==> src/rtl/msk_linmap_seq.sv <==
// msk_linmap_seq: time-multiplexed sequencer for a masked byte-wise linear map.
//
// Takes a full shared state in shbit encoding, sends one shared byte per cycle
// to one external pipelined byte mapper, and writes each result back in place.
// When every byte has been mapped, it presents the mapped state. Shares are
// never combined: the block only moves whole 8*D-bit byte slices.
//
// Parameters:
//   D     number of shares
//   COUNT number of bytes in the state
//   LAT   fixed mapper latency in cycles (0..4)
//
// Ports:
//   ClkxCI, RstxBI                 clock, async active-low reset
//   InValidxSI/InReadyxSO          input state handshake
//   InDataxDI, InSelxSI            shared state (byte j at [8*D*j +: 8*D]), matrix select
//   OutValidxSO/OutReadyxSI        mapped state handshake
//   OutDataxDO                     mapped state, zero outside DONE
//   MapDataxDO/MapSelxSO/MapValidxSO  issue to the mapper, data zero when not issuing
//   MapDataxDI                     mapper result, LAT cycles after issue
//   BusyxSO                        high in ISSUE, DRAIN or DONE
//   ByteIdxxSO                     byte issued this cycle, 0 when not issuing
//
// Build option: define MSKLIN_SEQ_CLEAR_EN to wipe the state buffer and select
// register on the output handshake, so no share residue stays in IDLE.

module msk_linmap_seq #(
  parameter int unsigned D     = 2,
  parameter int unsigned COUNT = 16,
  parameter int unsigned LAT   = 1,
  localparam int unsigned IdxW = (COUNT > 1) ? $clog2(COUNT) : 1
) (
  input  logic                    ClkxCI,
  input  logic                    RstxBI,
  input  logic                    InValidxSI,
  output logic                    InReadyxSO,
  input  logic [8*COUNT*D-1:0]    InDataxDI,
  input  logic                    InSelxSI,
  output logic                    OutValidxSO,
  input  logic                    OutReadyxSI,
  output logic [8*COUNT*D-1:0]    OutDataxDO,
  output logic [8*D-1:0]          MapDataxDO,
  output logic                    MapSelxSO,
  output logic                    MapValidxSO,
  input  logic [8*D-1:0]          MapDataxDI,
  output logic                    BusyxSO,
  output logic [IdxW-1:0]         ByteIdxxSO
);

  localparam int unsigned ByteW = 8 * D;
  localparam logic [IdxW-1:0] LastIdx = IdxW'(COUNT - 1);

  typedef enum logic [1:0] {StIdle, StIssue, StDrain, StDone} state_e;

  state_e          fsm_q, fsm_d;
  logic [ByteW-1:0] mem_q [COUNT];
  logic            sel_q;
  logic [IdxW-1:0] cnt_q;

  logic            accept;
  logic            issue_vld;
  logic            last_issue;
  logic            out_hs;
  logic            tail_vld;
  logic [IdxW-1:0] tail_idx;

  assign accept     = (fsm_q == StIdle) & InValidxSI;
  assign issue_vld  = (fsm_q == StIssue);
  assign last_issue = issue_vld & (cnt_q == LastIdx);
  assign out_hs     = (fsm_q == StDone) & OutReadyxSI;

  // Capture pipe: tracks which byte the mapper result at its tail belongs to.
  // Reset clears it, so returns for a discarded job are never written back.
  if (LAT == 0) begin : g_no_pipe
    assign tail_vld = issue_vld;
    assign tail_idx = cnt_q;
  end else begin : g_pipe
    logic [LAT-1:0]  vld_q;
    logic [IdxW-1:0] idx_q [LAT];

    always_ff @(posedge ClkxCI or negedge RstxBI) begin
      if (!RstxBI) begin
        vld_q <= '0;
        for (int unsigned i = 0; i < LAT; i++) idx_q[i] <= '0;
      end else begin
        vld_q[0] <= issue_vld;
        idx_q[0] <= cnt_q;
        for (int unsigned i = 1; i < LAT; i++) begin
          vld_q[i] <= vld_q[i-1];
          idx_q[i] <= idx_q[i-1];
        end
      end
    end

    assign tail_vld = vld_q[LAT-1];
    assign tail_idx = idx_q[LAT-1];
  end

  // State register
  always_ff @(posedge ClkxCI or negedge RstxBI) begin
    if (!RstxBI) fsm_q <= StIdle;
    else         fsm_q <= fsm_d;
  end

  // Next-state logic
  always_comb begin
    fsm_d = fsm_q;
    unique case (fsm_q)
      StIdle:  if (accept) fsm_d = StIssue;
      StIssue: if (last_issue) fsm_d = (LAT > 0) ? StDrain : StDone;
      // Issues are in byte order, so the last capture carries the last index.
      StDrain: if (tail_vld && (tail_idx == LastIdx)) fsm_d = StDone;
      StDone:  if (OutReadyxSI) fsm_d = StIdle;
      default: fsm_d = StIdle;
    endcase
  end

  // Buffer, select register and issue counter
  always_ff @(posedge ClkxCI or negedge RstxBI) begin
    if (!RstxBI) begin
      for (int unsigned j = 0; j < COUNT; j++) mem_q[j] <= '0;
      sel_q <= 1'b0;
      cnt_q <= '0;
    end else begin
      if (accept) begin
        for (int unsigned j = 0; j < COUNT; j++) mem_q[j] <= InDataxDI[ByteW*j +: ByteW];
        sel_q <= InSelxSI;
      end else if (tail_vld) begin
        mem_q[tail_idx] <= MapDataxDI;
      end
`ifdef MSKLIN_SEQ_CLEAR_EN
      else if (out_hs) begin
        for (int unsigned j = 0; j < COUNT; j++) mem_q[j] <= '0;
        sel_q <= 1'b0;
      end
`endif
      if (accept) begin
        cnt_q <= '0;
      end else if (issue_vld) begin
        // Explicit terminal compare keeps non-power-of-2 COUNT correct.
        cnt_q <= last_issue ? '0 : cnt_q + IdxW'(1);
      end
    end
  end

  // Outputs: data buses are zero whenever they carry nothing live.
  always_comb begin
    InReadyxSO  = 1'b0;
    OutValidxSO = 1'b0;
    OutDataxDO  = '0;
    MapDataxDO  = '0;
    MapSelxSO   = 1'b0;
    MapValidxSO = 1'b0;
    BusyxSO     = 1'b1;
    ByteIdxxSO  = '0;
    unique case (fsm_q)
      StIdle: begin
        InReadyxSO = 1'b1;
        BusyxSO    = 1'b0;
      end
      StIssue: begin
        MapValidxSO = 1'b1;
        MapDataxDO  = mem_q[cnt_q];
        MapSelxSO   = sel_q;
        ByteIdxxSO  = cnt_q;
      end
      StDrain: ;
      StDone: begin
        OutValidxSO = 1'b1;
        for (int unsigned j = 0; j < COUNT; j++) OutDataxDO[ByteW*j +: ByteW] = mem_q[j];
      end
      default: ;
    endcase
  end

  // Only referenced by the optional clear path.
  logic unused_out_hs;
  assign unused_out_hs = out_hs;

endmodule

==> config.mk <==
export PLATFORM = sky130hd
export DESIGN_NAME = msk_linmap_seq
export DESIGN_NICKNAME = d
export VERILOG_FILES = /design/src/rtl/msk_linmap_seq.sv
export SDC_FILE = /design/constraint.sdc
export NUM_CORES = 1
export LEC_CHECK = 0
export CORE_AREA = 4 4 213 215
export DETAILED_ROUTE_END_ITERATION = 8
export DIE_AREA = 0 0 217 219
export HOLD_SLACK_MARGIN = 0.12
export PLACE_DENSITY = 0.68
export SETUP_SLACK_MARGIN = 0.05
export SYNTH_ARGS = -nofsm -noshare
export SYNTH_HDL_FRONTEND = slang
export SYNTH_SLANG_ARGS = --single-unit
export TNS_END_PERCENT = 1
==> constraint.sdc <==
create_clock -name ClkxCI -period 2.65 [get_ports ClkxCI]
set_input_delay 0.6625 -clock ClkxCI [delete_from_list [all_inputs] [get_ports ClkxCI]]
set_output_delay 0.6625 -clock ClkxCI [all_outputs]
set_load 0.05 [all_outputs]
==> results of run 1 <==
==> worst reg2reg max path, cell delays in order (launching register included) <==
cell      delay, ns
dfrtp_1        0.43
nand3b_1       0.31
or3_1          0.83
mux2i_1        0.26
o21ai_0        0.23
==> power by group <==
group          internal (mW)  switching (mW)
clock network           2.44            1.85
registers               6.08            2.62
logic                   9.90            12.0
==> what timing repair did <==
action / in CTS / in global routing
gates resized for setup: 39 / 17
hold buffers: 1 / 0
gates cloned: 2 / 0
endpoints found under the hold margin: 32 / 0
endpoints found under the setup margin: 276 / 274
pin swaps: 5 / 1
buffers inserted: 4 / 5
==> cells by family after synthesis <==
kind of cell | after synthesis
AND/OR/NAND/NOR | 582
XOR/XNOR | 1
AO/OA/AOI/OAI | 311
multiplexers | 339
adder cells (fa/ha/maj) | 5
buffers and inverters | 158
flip-flops | 268
==> sequential cells by signal (all words and copies together) (netlist names) <==
register      count
mem_q           256
g_pipe.idx_q      4
g_pipe.vld_q      1
cnt_q             4
sel_q             1
fsm_q             2
==> cells in the final DEF (no fill, tap or decap), types with 6 or more instances in the layout <==
cell	instances
nor2b_1	24
o21ai_0	245
nor2_2	10
buf_8	6
diode_2	7
and2_1	255
clkbuf_16	31
o22ai_4	10
o21ai_1	12
mux4_2	48
nand2_1	259
mux2i_1	282
buf_12	280
buf_4	64
dfrtp_1	263
clkbuf_1	8
o22ai_2	6
buf_6	15
clkbuf_8	7
a211oi_1	16
a211o_1	16
nor2b_2	8
clkinv_2	6
clkdlybuf4s50_1	275
==> worst min-delay path by stage <==
stage | startpoint | endpoint | slack, ns | cells after the start
2_1_floorplan | cnt_q[2] | g_pipe.idx_q[2] | 0.35 | 0
3_5_place_dp | cnt_q[3] | g_pipe.idx_q[3] | 0.47 | 0
5_1_grt | cnt_q[3] | g_pipe.idx_q[3] | 0.52 | 0
6_report | cnt_q[3] | g_pipe.idx_q[3] | 0.50 | 0
4_1_cts | cnt_q[3] | g_pipe.idx_q[3] | 0.48 | 0
3_3_place_gp | cnt_q[3] | g_pipe.idx_q[3] | 0.45 | 0
==> area by class of cell <==
class                   instances  share of cell area [%]
clock inverters                10                  0.3184
diodes                          7                 0.06555
multi-input cells            1238                   33.82
repair buffers                644                   34.41
inverters                       7                  0.1124
well taps                     592                   2.772
clock buffers                  46                   3.376
flip-flops and latches        268                   25.13
==> routing by layer <==
layer  vias up  wire length, um
li1       6806                -
met1      7847            30710
met2       839            39390
met3       168             7021
met4         8             4037
met5         -               61
==> stage by stage <==
stage	hold WS [ns]	cells	TNS, ns	power, mW
after floorplan	0.3548	1664	0	19.10
after global placement	0.4478	2737	-0.05186	29.60
after detailed placement	0.4653	2737	-0.1915	29.89
after CTS	0.4767	2800	-7.836	34.73
after global routing	0.5169	2811	-19.75	36.22
final	0.4998	2812	-7.156	34.91
==> metrics, run 1 <==
status complete, but fails checks; failing checks setup timing; Synth top area share 41.39%; Pre-antenna DRT Iters 5; Clock Tree Buf Depth 3; Post-Syn Nets roughly 1900; Worst VDD drop roughly 0.82 mV; CP most frequent cell buf_8; Hold Crit Class reg -> reg; area grow syn2layout 64.92%; maximum level of the CTS H-tree 1; I/O pins 558; Compound-Gate Fraction of Synth Area 10.45%; Peak Freq 320.8 MHz; GRT Max-Usage Layer met2; post-route cell area 26720 um2; M2 GR Usage 55.62%; Die H 219 um; Distinct cells, synth 35; max_cap viols 0; RR Endpoint mem_q[219]; mux cell area share after synthesis 24.66%; simple-gate share of the synthesized area 18.42%; Vias/cell 5.572; CP Data Required Time around 2.0 ns; Slew Limit Fails 0; worst r2r src g_pipe.idx_q[0]; share of cells above drive strength 1 between 20% and 30%; cell depth of the worst flop-to-flop path 4; post-synthesis adder-cell area fraction 0.3861%; Final nets ~2500; WL/cell 28.89 um; Lkg Pwr 11.00 nW; DRT iter0 DRCs 1361; CTS Sinks approximately 270; Worst path depth 8; synthesized flop and latch total 268; buffer and inverter count on the worst path 5; wire length of the first global-routing pass 115000 um; vias in the first global route approximately 16000; crit-path leading delay family buffers and inverters; Synthesis Warnings 0; clock root cell clkbuf_16; Avg Cell Area, Syn 9.738 um2; Routed Antenna Nets 0; most used standard cell by instance count after synthesis mux2i_1; slowest CP cell dfrtp_4; CP arrival 2.45 ns; post-route core utilization between 60% and 70%; I/O Buffers 557; worst setup skew after layout around 0.031 ns; Commonest cells post-synth 289 x mux2i_1, 268 x dfrtp_1, 260 x and2_1, 260 x nand2_1, 245 x o21ai_0; HPWL Detailed 61100 um; Routed WL 81230 um; GR Util met3 8.349%; CORE AREA 43740 um2; xor/xnor share of the synthesized area 0.05405%; EDFF count, synth 0; CTS tree done; CP peak stage delay ~0.5 ns; number of fill cells 3563; GRT Overall Usage 32.97%; Synth Instances 1664; period utilisation layout 117.6%; Crit Path Max Fanout 8; Post-Place Cell Area 25370 um2; critical path type reg -> out; met1 Use GR 39.87%; clk_lat worst skew ~0.60 ns; initial core utilization 37.05%; Pwr Density 1306 nW/um2; FF/Latch Area ~6700 um2; GP Congestion 0.9271; total grt overflow 0; DRC errors left 0; Async SR Flop Fraction 100.0%; crit path launch type flip-flop; RSZ-0062 raised after global routing true; Rows 77; DR vias 15668; Min Clock Period, post-route 3.117 ns; Num CTS Buffers 31; cell breakdown of the critical path buf_8 > buf_12 > buf_8 > mux4_2 > mux2i_1 > buf_4 > o22ai_4 > buf_8; FF-to-FF setup slack 0.49 ns; Critical Path Sink MapDataxDO[12]; pre-CTS setup slack -0.07465 ns; main area contributors after synthesis dfrtp_1 41%, mux2i_1 18%, and2_1 10%; clk slew on worst S/H paths about 0.06 ns; Slew HR 25.33%; Hold Violations, Final 0; die area approximately 48000 um2; die width 217 um; Critical path origin cnt_q[0]; Worst-Margin Slew around 1.1 ns; initial antenna violation count 10; register area share after synthesis 41.39%; endpoint type of the worst setup path output pin; cell area after synthesis 16200 um2; largest family of logic cells by synthesized area multiplexers; area of the multi-input gates 9039 um2; area leader, netlist dfrtp_1; setup violators final 41; Primary FF master, synth dfrtp_1; largest net degree at the start of global routing slightly above 100; worst setup margin -0.4671 ns
Power figures use the tool's default switching activity.
==> run 2, diff against run 1 <==
--- a/config.mk
+++ b/config.mk
@@ -11,6 +11,7 @@
 export HOLD_SLACK_MARGIN = 0.12
 export PLACE_DENSITY = 0.68
 export SETUP_SLACK_MARGIN = 0.05
+export SKIP_LAST_GASP = 1
 export SYNTH_ARGS = -nofsm -noshare
 export SYNTH_HDL_FRONTEND = slang
 export SYNTH_SLANG_ARGS = --single-unit
==> constraint.sdc (replaced) <==
create_clock -name ClkxCI -period 3.6 [get_ports ClkxCI]
set_input_delay 0.9 -clock ClkxCI [delete_from_list [all_inputs] [get_ports ClkxCI]]
set_output_delay 0.9 -clock ClkxCI [all_outputs]
set_load 0.05 [all_outputs]
==> run 2 against run 1 <==
Net effect: the run still ends with setup timing left; core utilization down 6.7 points; final area is 11% lower; via count shrank 2.2%; total power fell by 34%; clock skew shrank 0.022 ns; global-route usage decreased by 2.2 points; combinational power down 38%; cell count is 0.46% lower; first-iteration DRC count is 6.6% lower.
==> metrics, run 2 (synthesis gave the netlist of run 1 again) <==
status complete, but fails checks; failing checks setup timing; Min Clock Period, post-route 3.718 ns; Hold Violations, Final 0; DR vias 15323; CTS Sinks 268; Sw Share 48.82%; largest net degree at the start of global routing between 100 and 150; CORE AREA ~44000 um2; WL/cell 27.24 um; crit-path leading delay family buffers and inverters; wire length of the first global-routing pass 108500 um; total grt overflow 0; sequential share of power between 20% and 30%; Fin Setup TNS -8.261 ns; P_int 11.80 mW; max reg flops 256; most frequent cells in the layout 489 x clkdlybuf4s50_1, 287 x mux2i_1, 265 x dfrtp_1, 260 x and2_1, 259 x nand2_1; Comb power frac between 50% and 60%; CP Data Required Time 2.70 ns; max_cap viols 0; Lkg Pwr 9.816 nW; Worst-Margin Slew 1.153 ns; largest registers mem_q (256), cnt_q (4), g_pipe.idx_q (4); RSZ-0062 raised after global routing true; Routed Antenna Nets 0; I/O Buffers 557; critical path type reg -> out; DRT iter0 DRCs 1271; CTS tree done; worst setup margin -0.1181 ns; hold slack final between 0.15 and 0.2 ns; Largest Register mem_q; Post-Place Cell Area 22530 um2; worst setup skew after layout 0.008371 ns; initial core utilization a little under two fifths; Slew HR 23.12%; FF-to-FF setup slack 1.31 ns; Peak Freq 269.0 MHz; final std cells w/o fill 2799; Hold Crit Class in -> async; Slew Limit Fails 0; Final nets 2464; CP arrival 2.82 ns; period utilisation layout 103.3%; Worst VDD drop between 0.4 and 0.5 mV; Rows 77; vias in the first global route 15653; clk slew on worst S/H paths 0.06 ns; endpoint type of the worst setup path output pin; HPWL Detailed 56500 um; buffer and inverter count on the worst path 2; sw power roughly 11 mW; cell breakdown of the critical path ha_4 > buf_4 > and2_1 > clkdlybuf4s50_1; setup violators final 133; Crit Path Max Fanout 28; commonest non-fill, non-tap cell in the layout clkdlybuf4s50_1; Vias/cell 5.474; area grow syn2layout 46.81%; clock root cell clkbuf_16; GRT Overall Usage 30.73%; pre-CTS setup slack 0.1052 ns; clk_lat worst skew 0.56 ns; crit path launch type flip-flop; I/O pins 558; Pwr Density 969.0 nW/um2; CP peak stage delay between 0.8 and 0.9 ns; Pre-antenna DRT Iters 5; slowest CP cell clkdlybuf4s50_1; maximum level of the CTS H-tree 1; Inst Count DP 2729; Die H 219 um; DRC errors left 0; Num CTS Buffers 31; Clock Tree Buf Depth 3; die area ~48000 um2; clock power share approximately 15%; die width 217 um; GP Congestion 0.9437; post-route cell area 23790 um2; share of cells above drive strength 1 12.43%; initial antenna violation count 6; Routed WL roughly 76000 um
-- run 2: worst paths after layout --
check                          from  cells after the start        endpoint
setup / recovery           fsm_q[1]                      4  OutDataxDO[83]
hold / removal               RstxBI                      1      mem_q[250]
setup reg to reg           cnt_q[0]                      7        fsm_q[1]
hold reg to reg               sel_q                      1           sel_q
max in group asynchronous    RstxBI                      2      mem_q[213]
min in group ClkxCI           sel_q                      1           sel_q
-- run 2: stage by stage --
step                power, mW  util [%]
floorplan               13.76         -
global placement        19.21     51.52
detailed placement      19.36     51.52
CTS                     22.95     54.19
global route            24.05     54.37
finish                  23.05     54.39
-- run 2: what timing repair did --
action,in CTS,in global routing
pin swaps,0,0
setup endpoints to repair,189,209
hold buffers,0,0
buffers inserted,4,8
resized for setup,9,6
cloned,0,0
-- run 2: layer usage --
metal	GRT usage, %	vias up	wire (um)
li1	-	6787	-
met5	0	-	35
met1	39.80	7605	30470
met4	9.392	6	2736
met2	51.70	785	36360
met3	6.854	140	6652
-- run 2: area by class of cell --
cell class,count,area (um2)
flip-flops and latches,268,6715
diodes,3,7.507
clock inverters,14,201.4
fillers,3953,19950
multi-input cells,1238,8830
clock buffers,41,873.3
inverters,7,26.28
repair buffers,636,6395
well taps,592,740.7
-- run 2: power by group through the flow --
stage / Sequential, mW / Clock, mW / Combinational, mW
floorplan: 5.17 / 0 / 8.59
global placement: 6.19 / 0 / 13.0
detailed placement: 6.20 / 0 / 13.2
CTS: 6.11 / 3.43 / 13.4
global route: 6.26 / 3.56 / 14.2
finish: 6.14 / 3.39 / 13.5
